--- src/rtl/id_issue_ctrl_pkg.sv ---
// Shared decode constants, FSM states and immediate helpers for the ID issue controller.
// Build option: BYPASS_EN (see id_hazard_chk) selects EX/MEM forwarding behaviour.
package id_issue_ctrl_pkg;

  localparam logic [6:0] Rtype   = 7'b0110011;
  localparam logic [6:0] Itype_J = 7'b1100111;
  localparam logic [6:0] Itype_L = 7'b0000011;
  localparam logic [6:0] Itype_A = 7'b0010011;
  localparam logic [6:0] Itype_C = 7'b1110011;
  localparam logic [6:0] Utype_L = 7'b0110111;
  localparam logic [6:0] Utype_A = 7'b0010111;
  localparam logic [6:0] Jtype_J = 7'b1101111;
  localparam logic [6:0] Btype   = 7'b1100011;
  localparam logic [6:0] Stype   = 7'b0100011;

  localparam logic [2:0] I_CSRRWI = 3'b101;
  localparam logic [2:0] I_CSRRSI = 3'b110;
  localparam logic [2:0] I_CSRRCI = 3'b111;

  typedef enum logic [1:0] {
    ST_RUN   = 2'd0,
    ST_STALL = 2'd1,
    ST_DRAIN = 2'd2
  } state_t;

  function automatic logic uses_rs1(input logic [6:0] op);
    case (op)
      Rtype, Itype_J, Itype_L, Itype_A, Itype_C, Stype, Btype: uses_rs1 = 1'b1;
      default:                                                uses_rs1 = 1'b0;
    endcase
  endfunction

  function automatic logic uses_rs2(input logic [6:0] op);
    case (op)
      Rtype, Stype, Btype: uses_rs2 = 1'b1;
      default:             uses_rs2 = 1'b0;
    endcase
  endfunction

  function automatic logic [31:0] imm_gen(input logic [31:0] i);
    imm_gen = '0;
    case (i[6:0])
      Itype_J, Itype_L, Itype_A: imm_gen = {{20{i[31]}}, i[31:20]};
      Itype_C: begin
        if (i[14:12] == I_CSRRWI || i[14:12] == I_CSRRSI || i[14:12] == I_CSRRCI)
          imm_gen = {27'b0, i[19:15]};
      end
      Utype_L, Utype_A: imm_gen = {i[31:12], 12'b0};
      Jtype_J: imm_gen = {{12{i[31]}}, i[19:12], i[20], i[30:21], 1'b0};
      Btype:   imm_gen = {{20{i[31]}}, i[7], i[30:25], i[11:8], 1'b0};
      Stype:   imm_gen = {{20{i[31]}}, i[31:25], i[11:7]};
      default: imm_gen = '0;
    endcase
  endfunction

endpackage

--- src/rtl/id_hazard_chk.sv ---
// Combinational RAW hazard check of ID sources against EX/MEM destinations.
// BYPASS_EN defined: only EX load-use stalls; undefined: any EX/MEM producer stalls.
module id_hazard_chk (
  input  logic       rs1_use,
  input  logic       rs2_use,
  input  logic [4:0] rs1,
  input  logic [4:0] rs2,
  input  logic [4:0] ex_rd,
  input  logic       ex_wen,
  input  logic       ex_is_load,
  input  logic [4:0] mem_rd,
  input  logic       mem_wen,
  output logic       hazard
);

  logic rs1_live, rs2_live;
  logic ex_match, mem_match;

  // x0 never carries a dependence
  assign rs1_live  = rs1_use && (rs1 != '0);
  assign rs2_live  = rs2_use && (rs2 != '0);
  assign ex_match  = (rs1_live && rs1 == ex_rd)  || (rs2_live && rs2 == ex_rd);
  assign mem_match = (rs1_live && rs1 == mem_rd) || (rs2_live && rs2 == mem_rd);

`ifdef BYPASS_EN
  logic unused_mem;
  assign unused_mem = ^{mem_match, mem_wen};
  assign hazard     = ex_wen && ex_is_load && ex_match;
`else
  logic unused_load;
  assign unused_load = ex_is_load;
  assign hazard      = (ex_wen && ex_match) || (mem_wen && mem_match);
`endif

endmodule

--- src/rtl/id_issue_ctrl.sv ---
// Decode-stage issue controller: ID pipeline register, issue gating, stall FSM and stall counter.
// Build option: BYPASS_EN selects the forwarding-aware hazard check in id_hazard_chk.
module id_issue_ctrl
  import id_issue_ctrl_pkg::*;
(
  input  logic        clk,
  input  logic        rst_n,
  input  logic        if_valid_i,
  input  logic [31:0] if_inst_i,
  input  logic [31:0] if_pc_i,
  output logic        if_ready_o,
  output logic        id_valid_o,
  output logic [31:0] id_inst_o,
  output logic [31:0] id_pc_o,
  output logic [31:0] id_imm_o,
  output logic [4:0]  id_rs1_o,
  output logic [4:0]  id_rs2_o,
  input  logic        ex_ready_i,
  input  logic [4:0]  ex_rd_i,
  input  logic        ex_wen_i,
  input  logic        ex_is_load_i,
  input  logic [4:0]  mem_rd_i,
  input  logic        mem_wen_i,
  input  logic        ex_busy_i,
  input  logic        mem_busy_i,
  input  logic        flush_i,
  output logic [15:0] stall_cnt_o
);

  logic        full_q;
  logic [31:0] inst_q, pc_q;
  logic [15:0] cnt_q;
  state_t      state_q, state_d;

  logic [6:0]  opcode;
  logic        rs1_use, rs2_use;
  logic        hazard, csr_block, fire;

  assign opcode  = inst_q[6:0];
  assign rs1_use = uses_rs1(opcode);
  assign rs2_use = uses_rs2(opcode);

  assign id_inst_o = inst_q;
  assign id_pc_o   = pc_q;
  assign id_imm_o  = imm_gen(inst_q);
  assign id_rs1_o  = rs1_use ? inst_q[19:15] : '0;
  assign id_rs2_o  = rs2_use ? inst_q[24:20] : '0;

  id_hazard_chk u_hazard (
    .rs1_use    (rs1_use),
    .rs2_use    (rs2_use),
    .rs1        (id_rs1_o),
    .rs2        (id_rs2_o),
    .ex_rd      (ex_rd_i),
    .ex_wen     (ex_wen_i),
    .ex_is_load (ex_is_load_i),
    .mem_rd     (mem_rd_i),
    .mem_wen    (mem_wen_i),
    .hazard     (hazard)
  );

  // CSR accesses serialize: wait until no older instruction remains in EX/MEM
  assign csr_block  = full_q && (opcode == Itype_C) && (ex_busy_i || mem_busy_i);
  assign id_valid_o = full_q && !hazard && !csr_block && !flush_i;
  assign fire       = id_valid_o && ex_ready_i;
  assign if_ready_o = !full_q || fire || flush_i;

  always_ff @(posedge clk or negedge rst_n) begin
    if (!rst_n) begin
      full_q <= 1'b0;
      inst_q <= '0;
      pc_q   <= '0;
    end else if (flush_i) begin
      full_q <= 1'b0;
    end else if (if_valid_i && if_ready_o) begin
      full_q <= 1'b1;
      inst_q <= if_inst_i;
      pc_q   <= if_pc_i;
    end else if (fire) begin
      full_q <= 1'b0;
    end
  end

  always_ff @(posedge clk or negedge rst_n) begin
    if (!rst_n) begin
      state_q <= ST_RUN;
    end else begin
      state_q <= state_d;
    end
  end

  always_comb begin
    state_d = state_q;
    if (flush_i) begin
      state_d = ST_RUN;
    end else begin
      case (state_q)
        ST_RUN: begin
          if (full_q && hazard)  state_d = ST_STALL;
          else if (csr_block)    state_d = ST_DRAIN;
        end
        ST_STALL: if (!(full_q && hazard))         state_d = ST_RUN;
        ST_DRAIN: if (!ex_busy_i && !mem_busy_i)   state_d = ST_RUN;
        default:  state_d = ST_RUN;
      endcase
    end
  end

  always_ff @(posedge clk or negedge rst_n) begin
    if (!rst_n) begin
      cnt_q <= '0;
    end else if (full_q && !id_valid_o && !flush_i && cnt_q != 16'hFFFF) begin
      cnt_q <= cnt_q + 16'd1;
    end
  end

  assign stall_cnt_o = cnt_q;

endmodule

--- config.mk ---
export PLATFORM = sky130hd
export DESIGN_NAME = id_issue_ctrl
export DESIGN_NICKNAME = d
export VERILOG_FILES = /design/src/rtl/id_issue_ctrl_pkg.sv /design/src/rtl/id_hazard_chk.sv /design/src/rtl/id_issue_ctrl.sv
export SDC_FILE = /design/constraint.sdc
export NUM_CORES = 1
export LEC_CHECK = 0
export ABC_AREA = 1
export ABC_CLOCK_PERIOD_IN_PS = 4340
export BUFFER_PORTS_ARGS = -buffer_cell sky130_fd_sc_hd__buf_2
export CORE_ASPECT_RATIO = 1.2
export CORE_UTILIZATION = 51
export CTS_CLUSTER_SIZE = 10
export DETAILED_ROUTE_END_ITERATION = 8
export PLACE_DENSITY = 0.83
export SLEW_MARGIN = 15
export SYNTH_ARGS = -nofsm -noshare
export SYNTH_HDL_FRONTEND = slang
export SYNTH_HIERARCHICAL = 1
export SYNTH_SLANG_ARGS = --single-unit
export TNS_END_PERCENT = 100
--- constraint.sdc ---
create_clock -name clk -period 4.34 [get_ports clk]
set_input_delay 0.217 -clock clk [delete_from_list [all_inputs] [get_ports clk]]
set_output_delay 0.217 -clock clk [all_outputs]
set_load 0.05 [all_outputs]
==> results.md <==
- Post-Synthesis Net Count: 706
- Synth Area in XOR/XNOR: 0.0590
- Yosys top cell area share: 0.441
- TritonCTS clock tree: done
- Clock sink count: 81
- Rows: 37
- Iteration-0 DRC Markers: 350
- Initial antenna violation count: 0
- Area delta synth->final: 26.2%
- Type of destination of the critical path: register
- First-pass GRT wire length: 21200 um
- # setup viols final: 0
- Die X: 88.7 um
- Max Root-Sink Buffers: 2
- Min Clock Period, post-route: 3.70 ns
- Clock-pin slew on the worst setup and hold paths: 0.08 ns
- Compound-Gate Fraction of Synth Area: 0.0117
- Final WS setup: 0.636 ns
- Detailed Routing Iterations Pass 1: 5
- Diode count: 0
- Power Dens Cells: 435 nW/um2
- Share of cells above drive strength 1: 0.297
- MaxCap Viol Count: 0
- Routed wire per std cell: 14.3 um
- Fin nets: 895
- Post-route insts no fill: 932
- Slew Limit Fails: 0
- Critical Path, Cell by Cell: nand2_1 -> nor2_4 -> inv_1 -> o211ai_1 -> nand2_1 -> inv_1 -> xor2_1 -> nor2_1 -> nand3_1 -> nand2_1 -> nand2_1 -> nand2_1 -> nor3_1 -> nand2_2 -> nand2_2 -> nand3_2 -> buf_12 -> nand2_1 -> nand2_1
- Largest family of logic cells by synthesized area: simple AND/OR/NAND/NOR gates
- HPWL after detailed placement: 9590 um
- Post-synthesis mux area share: 0
- Max FO, Critical Path: 33
- Via count: 4921
- DRT Wirelength: 13300 um
- I/O pin count: 208
- Vias per cell: 5.28
- Avg Cell Area, Syn: 7.41 um2
- Clk_lat worst skew: 0.36 ns
- Hold buffers post-CTS: 0
- H-tree levels: 3
- Overall global routing resource usage: 0.293
- Die ar.: 9400 um2
- Crit path DAT: 3.95 ns
- Antenna violation net count after detailed routing: 0
- Final hold vios: 0
- Post-Syn Area: 4600 um2
- Async set or reset register ratio after synthesis: 1.00
- Core ar.: 8660 um2
- Pre-CTS setup slack: 0.647 ns
- Pwr Total: 0.00253 W
- Setup CP Type: reg -> reg
- Multi-input logic area: 2220 um2
- Top post-synthesis cells by area: dfrtp_1, nand2_1, nand4_1, nand3_1, nor2_1
- Initial Utilization: 0.531
- # resized after CTS: 0
- Number of fillers in the final layout: 773
- Simple-gate portion of the synthesized area: 0.406
- FF+latch count, synth: 81
- Worst hold-check path type: in -> async
- # DRC: 0
- Startpoint Class: register
- TritonCTS Buffers: 9
- Sequential area share after synthesis: 0.441
- EDFF count, synth: 0
- Post-synth top cells: nand2_1, dfrtp_1, nand4_1
- Root Driver: clkbuf_8
- Flip-flop and latch area: 2030 um2
- Max rail drop VDD: 0.000298 V
- Status: finished clean
- Grt ovf: 0
- Clk_skew: 0.0119 ns
- Count of different cell masters after synthesis: 27
- Period utilization: 0.853
- Vias in the first global route: 4517
- Die Height: 106 um
- Max frequency: 270 MHz
- Area leader, netlist: dfrtp_1
- Placer Congestion: 0.895
- TNS Setup: 0 ns
- Unrepaired setup endpoints after global routing: false
- Ys flop type: dfrtp_1
- Slowest-stage cell, CP: nand3_2
- Most used cell, CP: nand2_1
- Worst hold margin: 0.0301 ns
- Slew HR: 0.327
- CP max stage delay: 0.53 ns
- Worst EP required: 4.58 ns
- Most common cell in the netlist: nand2_1
- Largest net degree at the start of global routing: 82
- Cell count after placement: 916
- Worst-margin pin slew: 1.01 ns
- PortBufs: 206
- Synth Warn #: 6
- Post-Synth Adder-Cell Area: 0.00272
- Leak: 3.47 nW
- Synth Instances: 621
- Post-CTS Setup Repair Bufs: 0
[worst max-delay path: cells and delay by family (launching register included)]
family | cells | cell delay [ns]
XOR/XNOR | 1 | 0.19
AO/OA/AOI/OAI | 1 | 0.40
flip-flops | 1 | 0.38
buffers and inverters | 3 | 0.71
AND/OR/NAND/NOR | 14 | 1.90
[where the power goes]
part	total, W	leakage (nW)	internal (W)	switching, W
Clock	0.000507	0.0911	0.000236	0.000271
Combinational	0.00101	2.36	0.000224	0.000790
Sequential	0.00101	1.03	0.000881	0.000125
[flip-flops by register name (all words and copies together) (netlist names)]
register and cells:
full_q 1, id_inst_o 32, id_pc_o 32, stall_cnt_o 16
[final timing paths]
check | startpoint | endpoint | slack (ns) | cells after the start
worst max register to register | id_inst_o[1]$_DFFE_PN0P_ | id_inst_o[21]$_DFFE_PN0P_ | 0.64 | 19
worst min register to register | id_pc_o[24]$_DFFE_PN0P_ | id_pc_o[24]$_DFFE_PN0P_ | 0.47 | 2
worst max-delay path | id_inst_o[1]$_DFFE_PN0P_ | id_inst_o[21]$_DFFE_PN0P_ | 0.64 | 19
worst min-delay path | rst_n | id_pc_o[16]$_DFFE_PN0P_ | 0.03 | 1
min in group clk | if_inst_i[16] | id_inst_o[16]$_DFFE_PN0P_ | 0.10 | 3
max in group asynchronous | rst_n | id_inst_o[20]$_DFFE_PN0P_ | 3.65 | 1
[metal layers]
layer,vias up,global-route usage,wire length [um]
met5,-,0,0
met4,0,0.136,440
met3,41,0.0707,912
met2,195,0.479,6640
met1,2303,0.360,5310
li1,2382,-,-
[stage by stage]
stage | util | area [um2]
after global placement | 0.650 | 5620
after global routing | 0.671 | 5810
after floorplan | - | 4600
after CTS | 0.671 | 5810
final | 0.671 | 5810
after detailed placement | 0.650 | 5620
[final cells by class]
cell class | instances | area share
multi-input combinational | 466 | 0.382
inverter | 42 | 0.0272
tap | 117 | 0.0252
clock buffer | 11 | 0.0261
clock inverter | 5 | 0.00517
timing repair buffer | 210 | 0.185
sequential | 81 | 0.349
[cells by family after synthesis]
logic type,Yosys count
XOR/XNOR,31
buffers and inverters,74
adder cells (fa/ha/maj),1
flip-flops,81
AND/OR/NAND/NOR,425
AO/OA/AOI/OAI,9
[cells in the final DEF (no fill, tap or decap)]
cell type and n:
nor3_1 4, inv_2 1, nand4_1 66, o21ai_0 5, dfrtp_1 81, o2111ai_1 1
nor2_4 2, nand2_2 4, buf_4 4, buf_12 1, ha_1 1, clkbuf_8 11
nor2_1 42, inv_1 41, xnor2_1 16, nand3_1 35, or2_2 1, nand3_2 4
nor2_2 4, xor2_1 15, a21boi_0 1, clkinvlp_4 2, nand2_1 261, nand3b_1 2
o21ai_1 1, clkinv_2 3, buf_2 205, o211ai_1 1
No activity file was read; power rests on OpenSTA's default activity.
